### config.mk
export PLATFORM = sky130hd
export DESIGN_NAME = drp_reg_slave_flat
export DESIGN_NICKNAME = d
export VERILOG_FILES = /design/src/rtl/drp_pkg.sv /design/src/rtl/drp_reg_slave_if.sv /design/src/rtl/drp_rdy_timer.sv /design/src/rtl/drp_reg_slave.sv /design/src/flat_wrapper.sv
export SDC_FILE = /design/constraint.sdc
export NUM_CORES = 1
export LEC_CHECK = 0
export ABC_AREA = 1
export ABC_CLOCK_PERIOD_IN_PS = 2650
export BUFFER_PORTS_ARGS = -buffer_cell sky130_fd_sc_hd__buf_2
export CAP_MARGIN = 25
export CORE_MARGIN = 10
export CORE_UTILIZATION = 35
export CTS_CLUSTER_DIAMETER = 40
export DETAILED_ROUTE_END_ITERATION = 8
export PLACE_DENSITY = 0.61
export SLEW_MARGIN = 40
export SYNTH_ARGS = -nofsm -noshare
export SYNTH_HDL_FRONTEND = slang
export SYNTH_HIERARCHICAL = 1
export SYNTH_SLANG_ARGS = --single-unit
### constraint.sdc
create_clock -name S_DRPCLK -period 2.65 [get_ports S_DRPCLK]
set_input_delay 0.1325 -clock S_DRPCLK [delete_from_list [all_inputs] [get_ports S_DRPCLK]]
set_output_delay 0.1325 -clock S_DRPCLK [all_outputs]
set_load 0.03 [all_outputs]
### src/rtl/drp_pkg.sv
// Shared definitions for the DRP register endpoint: FSM states, widths,
// latency limits and small arithmetic helpers.
package drp_pkg;

  localparam logic [15:0] DRP_BAD_ADDR_DATA = 16'hDEAD;
  localparam int          ERR_CNT_WIDTH     = 8;
  localparam int          RDY_LAT_MIN       = 1;
  localparam int          RDY_LAT_MAX       = 15;
  localparam int          RDY_CNT_WIDTH     = 4;

  typedef enum logic [0:0] {
    IDLE = 1'b0,
    BUSY = 1'b1
  } drp_state_e;

  // Out-of-range latencies are clamped so the counter load value always fits.
  function automatic logic [RDY_CNT_WIDTH-1:0] lat_load_val(input int lat);
    int v;
    if (lat < RDY_LAT_MIN) begin
      v = RDY_LAT_MIN;
    end else if (lat > RDY_LAT_MAX) begin
      v = RDY_LAT_MAX;
    end else begin
      v = lat;
    end
    return RDY_CNT_WIDTH'(v - 1);
  endfunction

  function automatic logic [ERR_CNT_WIDTH-1:0] sat_inc(input logic [ERR_CNT_WIDTH-1:0] v);
    if (v == {ERR_CNT_WIDTH{1'b1}}) begin
      return v;
    end else begin
      return v + {{(ERR_CNT_WIDTH-1){1'b0}}, 1'b1};
    end
  endfunction

endpackage

### src/rtl/drp_reg_slave_if.sv
// DRP request/response bundle between a DRP master (e.g. axi2drp) and an endpoint.
interface drp_reg_slave_if #(
  parameter int AW = 12,
  parameter int DW = 16
);
  logic          drpen;
  logic          drpwe;
  logic [AW-1:0] drpaddr;
  logic [DW-1:0] drpdi;
  logic          drprdy;
  logic [DW-1:0] drpdo;

  modport master (
    output drpen, drpwe, drpaddr, drpdi,
    input  drprdy, drpdo
  );

  modport slave (
    input  drpen, drpwe, drpaddr, drpdi,
    output drprdy, drpdo
  );
endinterface

### src/rtl/drp_rdy_timer.sv
// Loadable down-counter; o_zero flags the cycle in which the terminal count is reached.
module drp_rdy_timer #(
  parameter int CNT_WIDTH = 4
) (
  input  logic                 i_clk,
  input  logic                 i_rst_n,
  input  logic                 i_load,
  input  logic [CNT_WIDTH-1:0] i_load_val,
  input  logic                 i_dec,
  output logic                 o_zero
);

  logic [CNT_WIDTH-1:0] r_cnt;

  // Counter register: load has priority, decrement stops at zero.
  always_ff @(posedge i_clk or negedge i_rst_n) begin
    if (!i_rst_n) begin
      r_cnt <= {CNT_WIDTH{1'b0}};
    end else if (i_load) begin
      r_cnt <= i_load_val;
    end else if (i_dec && (r_cnt != {CNT_WIDTH{1'b0}})) begin
      r_cnt <= r_cnt - {{(CNT_WIDTH-1){1'b0}}, 1'b1};
    end else begin
      r_cnt <= r_cnt;
    end
  end

  assign o_zero = (r_cnt == {CNT_WIDTH{1'b0}});

endmodule

### src/rtl/drp_reg_slave.sv
// DRP register bank endpoint: RW control registers, RO status mirrors, fixed-latency RDY.
// Optional macro DRP_ACCESS_CNT_EN adds WR_COUNT/RD_COUNT at addresses C_REG_NUM and C_REG_NUM+1.
module drp_reg_slave
  import drp_pkg::*;
#(
  parameter int                          C_DRP_ADDR_WIDTH = 12,
  parameter int                          C_DRP_DATA_WIDTH = 16,
  parameter int                          C_REG_NUM        = 16,
  parameter int                          C_RO_BASE        = 12,
  parameter int                          C_RDY_LATENCY    = 3,
  parameter logic [C_DRP_DATA_WIDTH-1:0] C_RST_VAL        = 16'h0000
) (
  input  logic                                              S_DRPCLK,
  input  logic                                              S_DRPRSTN,
  drp_reg_slave_if.slave                                    s_drp,
  output logic [C_RO_BASE*C_DRP_DATA_WIDTH-1:0]             REG_OUT,
  input  logic [(C_REG_NUM-C_RO_BASE)*C_DRP_DATA_WIDTH-1:0] STATUS_IN,
  output logic [C_RO_BASE-1:0]                              WR_PULSE,
  output logic [ERR_CNT_WIDTH-1:0]                          ERR_CNT
);

  localparam int DW         = C_DRP_DATA_WIDTH;
  localparam int STATUS_NUM = C_REG_NUM - C_RO_BASE;

  drp_state_e            r_state;
  drp_state_e            w_state_nxt;
  logic                  w_accept;
  logic                  w_rdy;
  logic                  w_violation;
  logic                  w_cnt_zero;
  logic                  r_we;
  logic [C_DRP_ADDR_WIDTH-1:0] r_addr;
  logic [DW-1:0]         r_di;
  logic [31:0]           w_addr_ext;
  logic [DW-1:0]         r_regs [C_RO_BASE];
  logic [C_RO_BASE-1:0]  r_wr_pulse;
  logic [ERR_CNT_WIDTH-1:0] r_err_cnt;
  logic [DW-1:0]         w_rd_data;

`ifdef DRP_ACCESS_CNT_EN
  localparam logic [DW-1:0] CNT_ONE = {{(DW-1){1'b0}}, 1'b1};
  logic [DW-1:0] r_wr_cnt;
  logic [DW-1:0] r_rd_cnt;
`endif

  // Full-width address so out-of-range addresses can never alias onto a register.
  assign w_addr_ext = 32'(r_addr);

  // State register.
  always_ff @(posedge S_DRPCLK or negedge S_DRPRSTN) begin
    if (!S_DRPRSTN) begin
      r_state <= IDLE;
    end else begin
      r_state <= w_state_nxt;
    end
  end

  // Next-state and handshake decode.
  always_comb begin
    w_state_nxt = r_state;
    w_accept    = 1'b0;
    w_rdy       = 1'b0;
    w_violation = 1'b0;
    case (r_state)
      IDLE: begin
        if (s_drp.drpen) begin
          w_accept    = 1'b1;
          w_state_nxt = BUSY;
        end else begin
          w_state_nxt = IDLE;
        end
      end
      BUSY: begin
        w_violation = s_drp.drpen;
        if (w_cnt_zero) begin
          w_rdy       = 1'b1;
          w_state_nxt = IDLE;
        end else begin
          w_state_nxt = BUSY;
        end
      end
      default: begin
        w_state_nxt = IDLE;
      end
    endcase
  end

  drp_rdy_timer #(
    .CNT_WIDTH (RDY_CNT_WIDTH)
  ) u_rdy_timer (
    .i_clk      (S_DRPCLK),
    .i_rst_n    (S_DRPRSTN),
    .i_load     (w_accept),
    .i_load_val (lat_load_val(C_RDY_LATENCY)),
    .i_dec      (r_state == BUSY),
    .o_zero     (w_cnt_zero)
  );

  // Request capture; requests arriving while busy never reach these registers.
  always_ff @(posedge S_DRPCLK or negedge S_DRPRSTN) begin
    if (!S_DRPRSTN) begin
      r_we   <= 1'b0;
      r_addr <= {C_DRP_ADDR_WIDTH{1'b0}};
      r_di   <= {DW{1'b0}};
    end else if (w_accept) begin
      r_we   <= s_drp.drpwe;
      r_addr <= s_drp.drpaddr;
      r_di   <= s_drp.drpdi;
    end else begin
      r_we   <= r_we;
      r_addr <= r_addr;
      r_di   <= r_di;
    end
  end

  // Protocol-violation counter.
  always_ff @(posedge S_DRPCLK or negedge S_DRPRSTN) begin
    if (!S_DRPRSTN) begin
      r_err_cnt <= {ERR_CNT_WIDTH{1'b0}};
    end else if (w_violation) begin
      r_err_cnt <= sat_inc(r_err_cnt);
    end else begin
      r_err_cnt <= r_err_cnt;
    end
  end

  // RW register array and write strobes, committed at the end of the RDY cycle.
  always_ff @(posedge S_DRPCLK or negedge S_DRPRSTN) begin
    if (!S_DRPRSTN) begin
      for (int i = 0; i < C_RO_BASE; i++) begin
        r_regs[i] <= C_RST_VAL;
      end
      r_wr_pulse <= {C_RO_BASE{1'b0}};
    end else begin
      for (int i = 0; i < C_RO_BASE; i++) begin
        if (w_rdy && r_we && (w_addr_ext == 32'(i))) begin
          r_regs[i]     <= r_di;
          r_wr_pulse[i] <= 1'b1;
        end else begin
          r_regs[i]     <= r_regs[i];
          r_wr_pulse[i] <= 1'b0;
        end
      end
    end
  end

`ifdef DRP_ACCESS_CNT_EN
  // Access counters; a write to a counter address clears it and is not itself counted.
  always_ff @(posedge S_DRPCLK or negedge S_DRPRSTN) begin
    if (!S_DRPRSTN) begin
      r_wr_cnt <= {DW{1'b0}};
      r_rd_cnt <= {DW{1'b0}};
    end else if (w_rdy && r_we) begin
      if (w_addr_ext == 32'(C_REG_NUM)) begin
        r_wr_cnt <= {DW{1'b0}};
      end else if (w_addr_ext == 32'(C_REG_NUM + 1)) begin
        r_rd_cnt <= {DW{1'b0}};
      end else begin
        r_wr_cnt <= r_wr_cnt + CNT_ONE;
      end
    end else if (w_rdy) begin
      r_rd_cnt <= r_rd_cnt + CNT_ONE;
    end else begin
      r_wr_cnt <= r_wr_cnt;
      r_rd_cnt <= r_rd_cnt;
    end
  end
`endif

  // Read data mux; anything unmapped returns the bad-address marker.
  always_comb begin
    w_rd_data = DW'(DRP_BAD_ADDR_DATA);
    for (int i = 0; i < C_RO_BASE; i++) begin
      if (w_addr_ext == 32'(i)) begin
        w_rd_data = r_regs[i];
      end else begin
        w_rd_data = w_rd_data;
      end
    end
    for (int k = 0; k < STATUS_NUM; k++) begin
      if (w_addr_ext == 32'(C_RO_BASE + k)) begin
        w_rd_data = STATUS_IN[k*DW +: DW];
      end else begin
        w_rd_data = w_rd_data;
      end
    end
`ifdef DRP_ACCESS_CNT_EN
    if (w_addr_ext == 32'(C_REG_NUM)) begin
      w_rd_data = r_wr_cnt;
    end else if (w_addr_ext == 32'(C_REG_NUM + 1)) begin
      w_rd_data = r_rd_cnt;
    end else begin
      w_rd_data = w_rd_data;
    end
`endif
  end

  assign s_drp.drprdy = w_rdy;
  assign s_drp.drpdo  = w_rdy ? w_rd_data : {DW{1'b0}};

  for (genvar g = 0; g < C_RO_BASE; g++) begin : g_reg_out
    assign REG_OUT[g*DW +: DW] = r_regs[g];
  end

  assign WR_PULSE = r_wr_pulse;
  assign ERR_CNT  = r_err_cnt;

endmodule

### src/flat_wrapper.sv
// flat-port wrapper written by rule: the top's interface ports become plain ports
module drp_reg_slave_flat import drp_pkg::*;
#(
  parameter int                          C_DRP_ADDR_WIDTH = 12,
  parameter int                          C_DRP_DATA_WIDTH = 16,
  parameter int                          C_REG_NUM        = 16,
  parameter int                          C_RO_BASE        = 12,
  parameter int                          C_RDY_LATENCY    = 3,
  parameter logic [C_DRP_DATA_WIDTH-1:0] C_RST_VAL        = 16'h0000
)
  (S_DRPCLK, S_DRPRSTN, REG_OUT, STATUS_IN, WR_PULSE, ERR_CNT, s_drp_drpen, s_drp_drpwe, s_drp_drpaddr, s_drp_drpdi, s_drp_drprdy, s_drp_drpdo);
  drp_reg_slave_if #(.AW(12), .DW(16)) s_drp_i ();
  input  logic S_DRPCLK;
  input  logic S_DRPRSTN;
  output logic [C_RO_BASE*C_DRP_DATA_WIDTH-1:0] REG_OUT;
  input  logic [(C_REG_NUM-C_RO_BASE)*C_DRP_DATA_WIDTH-1:0] STATUS_IN;
  output logic [C_RO_BASE-1:0] WR_PULSE;
  output logic [ERR_CNT_WIDTH-1:0] ERR_CNT;
  input wire logic [$bits(s_drp_i.drpen)-1:0] s_drp_drpen;
  input wire logic [$bits(s_drp_i.drpwe)-1:0] s_drp_drpwe;
  input wire logic [$bits(s_drp_i.drpaddr)-1:0] s_drp_drpaddr;
  input wire logic [$bits(s_drp_i.drpdi)-1:0] s_drp_drpdi;
  output wire logic [$bits(s_drp_i.drprdy)-1:0] s_drp_drprdy;
  output wire logic [$bits(s_drp_i.drpdo)-1:0] s_drp_drpdo;
  assign s_drp_i.drpen = s_drp_drpen;
  assign s_drp_i.drpwe = s_drp_drpwe;
  assign s_drp_i.drpaddr = s_drp_drpaddr;
  assign s_drp_i.drpdi = s_drp_drpdi;
  assign s_drp_drprdy = s_drp_i.drprdy;
  assign s_drp_drpdo = s_drp_i.drpdo;
  drp_reg_slave #(.C_DRP_ADDR_WIDTH(C_DRP_ADDR_WIDTH), .C_DRP_DATA_WIDTH(C_DRP_DATA_WIDTH), .C_REG_NUM(C_REG_NUM), .C_RO_BASE(C_RO_BASE), .C_RDY_LATENCY(C_RDY_LATENCY), .C_RST_VAL(C_RST_VAL)) u_core (.S_DRPCLK(S_DRPCLK), .S_DRPRSTN(S_DRPRSTN), .s_drp(s_drp_i), .REG_OUT(REG_OUT), .STATUS_IN(STATUS_IN), .WR_PULSE(WR_PULSE), .ERR_CNT(ERR_CNT));
endmodule
After elaboration in Yosys (flattened, before gate mapping)
Index checks and enable logic that the tools add are counted.
Word-level totals
  register bits after elaboration: 246
  input port bits: 96
  output and inout port bits: 229
  word-level logic and storage cells: 96
Cells by class
  add/subtract/negate cells: 2
  eq/ne operators: 16
  mux-type cells: 38
  bitwise logic cells: 2
  reduce and logical (&&, ||, !) cells: 19
Operators by type and width (number)
  16-bit 2-to-1 mux: 17
  12-bit by 4-bit == test with 1-bit output, second input constant: 8
  12-bit by 3-bit == test with 1-bit output, second input constant: 4
  32-bit logical NOT: 1
  12-bit by 2-bit == test with 1-bit output, second input constant: 2
  1-bit 2-to-1 mux: 18
  1-bit logical AND: 14
  12-bit by 1-bit == test with 1-bit output, second input constant: 1
  8-bit by 1-bit adder with 8-bit output, second input constant: 1
  8-bit == test, second input constant: 1
  4-bit 2-to-1 mux: 2
  4-bit logical NOT: 1
  4-bit nonzero test: 1
  4-bit by 1-bit subtractor with 4-bit output, second input constant: 1
  1-bit NOT: 2
  1-bit case mux with 2 select lines: 1
  2-bit AND reduction: 1
  2-bit nonzero test: 1

Depth between registers and ports, before layout
  depth in word-level cells: 18
  depth in mapped cells: 21
  mapped depth without buffers: 21

By module
Netlist, hierarchy kept.
By module, submodules not included
  drp_reg_slave: instances 1, cells each 1388, area an instance 11220.8 um2, sequential area each 6055.8 um2
  drp_rdy_timer: instances 1, cells each 46, area an instance 295.3 um2, sequential area each 100.1 um2

Worst setup path before layout
No wires, ideal clock.
  kind: flip-flop to output port
  from: register u_core.r_addr[7]
  to: output port s_drp_drpdo[8]
  data arrival time: 2.213 ns
  data required time: 2.518 ns
  setup slack: 0.305 ns
  cell stages (with the launch flop): 21
  buffers on the path: 1
  cells stage by stage: dfrtp_1 -> nor2_1 -> nand2_4 -> nor2_8 -> nand3_2 -> buf_6 -> nand2_1 -> o21ai_1 -> nand2_1 -> o21ai_1 -> nand2_1 -> nand2_1 -> nand2_1 -> nand2_1 -> nand2_1 -> nand2_1 -> nand4_1 -> nand2_1 -> nand3_1 -> nand2_1 -> a21oi_1
On the way
  word-level cells in the longest chain between the ends: 18
Ends and longest elaborated chain
  start: declaration: RTL line drp_reg_slave.sv:32  | logic [C_DRP_ADDR_WIDTH-1:0] r_addr;
  start signal: assignment: RTL line drp_reg_slave.sv:103  | r_addr <= {C_DRP_ADDR_WIDTH{1'b0}};
  start signal: assignment: RTL line drp_reg_slave.sv:107  | r_addr <= s_drp.drpaddr;
  start signal: assignment: RTL line drp_reg_slave.sv:111  | r_addr <= r_addr;
  32-bit logical NOT: RTL line drp_reg_slave.sv:174  | if (w_addr_ext == 32'(i)) begin
  16-bit 2-to-1 mux (12 in a row): RTL line drp_reg_slave.sv:174
  16-bit 2-to-1 mux (3 in a row): RTL line drp_reg_slave.sv:181  | if (w_addr_ext == 32'(C_RO_BASE + k)) begin
  16-bit 2-to-1 mux *: RTL line drp_reg_slave.sv:181
  16-bit 2-to-1 mux *: RTL line drp_reg_slave.sv:199  | assign s_drp.drpdo = w_rdy ? w_rd_data : {DW{1'b0}};
  end: declaration: RTL line flat_wrapper.sv:24  | output wire logic [$bits(s_drp_i.drpdo)-1:0] s_drp_drpdo;
Mark *: on every way between the ends. The rest lies on a longest branch, timed or not.

Final worst setup path
  from: register u_core.r_addr[8]
  to: output port s_drp_drpdo[1]
The elaborated chain is that of the path after synthesis.

==> metrics.txt <==
status=finished, violations left; failing checks=setup timing; share of the synthesized area in the top cell type=0.5346; reg-to-reg critical path endpoint=u_core/REG_OUT[97]; fin crit period=3.185 ns; CTS Buf Count=41; Mapped Area=11520 µm²; FILL cells=3154; worst-margin pin slew=0.7603 ns; Int Pwr=8.930 mW; Reg-to-Reg Start=u_core/r_addr[8]; num ports=325; clock-pin slew on the worst setup and hold paths=0.05 ns; synth warn=6; WP data arrival=3.05 ns; fin area=16510 µm²; CTS tree=built; global route total overflow=0; Global Route Usage Sum=0.2363; Slew Limit Fails=0; largest net degree at the start of global routing=78; antenna cell count=0; GP Congestion=0.9578; clk_skew=0.01808 ns; Vias/cell=5.067; worst-path maximum fanout=6; Switching Fraction=0.3572; share of synthesized area occupied by flip-flops and latches=0.5346; first-pass GRT wire length=73.45 mm; ys async rst share=1.000; most instantiated library cell after synthesis=nand2_1; Synth Instances=1434; die extent in x=201.4 µm; Max Cap Viol=0; vias=11780; routed wire length=49.64 mm; Net Sw Power=4.962 mW; final worst path period share=1.202; kind of critical path=reg2out; Slew headroom=0.4926; Final Hold Violating Endpoints=0; element type at the critical path start=flop; Layout Nets=1948; Fin Setup TNS=-7.261 ns; clk buf depth=3; die area=40560 µm²; Primary FF master, synth=dfrtp_1; count of antenna-violating nets left after detailed routing=0; total power=13.89 mW; R2R cell count=13; Worst-Skew Late Latency=0.54 ns; WHS Endpoint=u_core/ERR_CNT[1]; layout cell share with drive strength beyond 1=0.3362; CP endpoint kind=primary output; Root Buffer=clkbuf_16; leakage=8.704 nW; cell accounting for the most synthesized area=dfrtp_1; DRT Pass-1 Iters=6; clk sinks=246; register bit count reported by yosys=246; sequential power share=0.318; worst min-delay path class=in2reg; Syn Area/Cell=8.031 µm²; core area=32540 µm²; Req. time, crit path=2.52 ns; vias in the first global route=11540; Initial Utilization=0.3539; FF-to-FF setup slack=0.22 ns; H-tree level count=2; worst setup margin=-0.5354 ns; maximum clock rate=0.3139 GHz; layout overhead on the synthesized area=43.33%; drt initial violations=1051; synth unique cells=41; Die Height=201.4 µm; initial antenna violation count=0; endpoints failing setup=16; unrepaired setup endpoints after global routing=true; Rows=66; PwrDens=841.7 nW/µm²; Peak VDD IR=0.0008079 V; Combinational Power Share=0.272; top post-synthesis cells by count=nand2_1 (418), dfrtp_1 (246), o21ai_0 (221); Post-route DRC=0; Post-synth EDFFs=0; placed cell areas=14060 µm²; Avg WL per Cell=21.35 µm; Worst Hold Launch=s_drp_drpen; clock power share=0.411; dpl hpwl=36.61 mm; number of port buffers=324; top cells by area, synth=dfrtp_1 (53%), nand2_1 (14%), o21ai_0 (9.6%); Hold Crit Depth=5
## final cells by class
cell class / instances / area [µm²] / area share
timing repair buffer: 453 / 2910 / 0.1763
tap: 442 / 553.0 / 0.03351
clock inverter: 28 / 376.6 / 0.02282
multi-input combinational: 982 / 4921 / 0.2981
inverter: 126 / 485.5 / 0.02941
clock buffer: 48 / 1102 / 0.06678
sequential: 246 / 6157 / 0.3730
## repair_timing
| item | 4_1_cts | 5_1_grt |
|---|---|---|
| setup endpoints to repair | 16 | 29 |
| pin swaps | 27 | 34 |
| hold endpoints to repair | 101 | 0 |
| gates cloned | 2 | 1 |
| buffers inserted | 7 | 8 |
| hold buffers | 30 | 0 |
| resized for setup | 97 | 38 |
## routing by layer
| layer | track usage | vias to the layer above | part of all wire |
|---|---|---|---|
| met2 | 0.3862 | 557 | 0.48 |
| met5 | 0 | - | 0 |
| met4 | 0.08537 | 0 | 0.033 |
| met3 | 0.05751 | 79 | 0.078 |
| li1 | - | 5487 | - |
| met1 | 0.2977 | 5658 | 0.41 |
## state kept, by name, indices dropped and copies added (netlist names)
name                      count
u_core/WR_PULSE              12
u_core/u_rdy_timer/r_cnt      4
u_core/r_di                  16
u_core/r_we                   1
u_core/ERR_CNT                8
u_core/r_state                1
u_core/r_addr                12
u_core/REG_OUT              192
## metrics by stage
step	setup slack (ns)	std cells	hold slack, ns	utilization
after global placement	-0.1694	2202	0.1749	0.4322
final	-0.5354	2325	0.03418	0.5073
after detailed placement	-0.1780	2202	0.1766	0.4322
after global routing	-0.7455	2325	0.07225	0.5073
after CTS	-0.5402	2317	0.03530	0.5020
after floorplan	0.3045	1436	-0.1631	-
## cells by family (layout without fill, tap and decap cells)
family                   count (synthesis)  after routing  share of synthesized area
AND/OR/NAND/NOR                        636            636                     0.2380
AO/OA/AOI/OAI                          333            333                     0.1473
flip-flops                             246            246                     0.5345
buffers and inverters                  208            655                    0.07192
XOR/XNOR                                 7              7                   0.005324
adder cells (fa/ha/maj)                  2              2                   0.002173
other                                    2              4                  0.0006521
## power by group through the flow
stage	Clock [mW]	Combinational [mW]	Sequential, mW
final	5.71	3.78	4.41
after global routing	5.96	4.05	4.46
after detailed placement	0	3.48	4.45
after CTS	5.78	3.73	4.40
after floorplan	0	1.70	4.61
after global placement	0	3.44	4.44
## critical path, cell delays in order, from the launching register on
cell     delay (ns)
dfrtp_1        0.39
nor2_2         0.13
nand2_2        0.11
nor2_8         0.22
nand3_4        0.16
buf_12         0.18
nand2_2        0.06
nand2_1        0.06
nand2_1        0.05
nand2_1        0.04
nand2_1        0.07
nand2_2        0.06
nand2_2        0.06
nand2_1        0.05
nand2_1        0.06
nand2_1        0.08
nand2_1        0.08
nand2_2        0.06
nand3_2        0.07
nand2_1        0.05
nand3_1        0.07
nand2_1        0.07
a21oi_1        0.14
buf_4          0.18
## placed cells by master (no fill, tap or decap), types with 19 or more instances in the layout
cell type	netlist	final
dfrtp_1	246	245
clkbuf_16	0	42
nor4_1	23	19
inv_1	109	108
nor2_1	91	84
dlygate4sd3_1	0	30
o21ai_1	65	50
nand3_1	37	19
buf_2	7	307
o21ai_2	0	20
nand2_1	418	398
buf_4	2	93
o21ai_0	221	216
nand2_2	8	26
a21oi_1	31	27
## worst max-delay path by stage
stage                           startpoint              to  slack [ns]  cells after the start
after global placement    u_core/r_addr[7]  s_drp_drpdo[9]       -0.17                     16
after detailed placement  u_core/r_addr[9]  s_drp_drpdo[9]       -0.18                     16
after CTS                 u_core/r_addr[9]  s_drp_drpdo[9]       -0.54                     15
final                     u_core/r_addr[8]  s_drp_drpdo[1]       -0.54                     23
after global routing      u_core/r_addr[8]  s_drp_drpdo[1]       -0.75                     23
after floorplan           u_core/r_addr[7]  s_drp_drpdo[8]        0.30                     20
(Power assumes the default switching activity.)
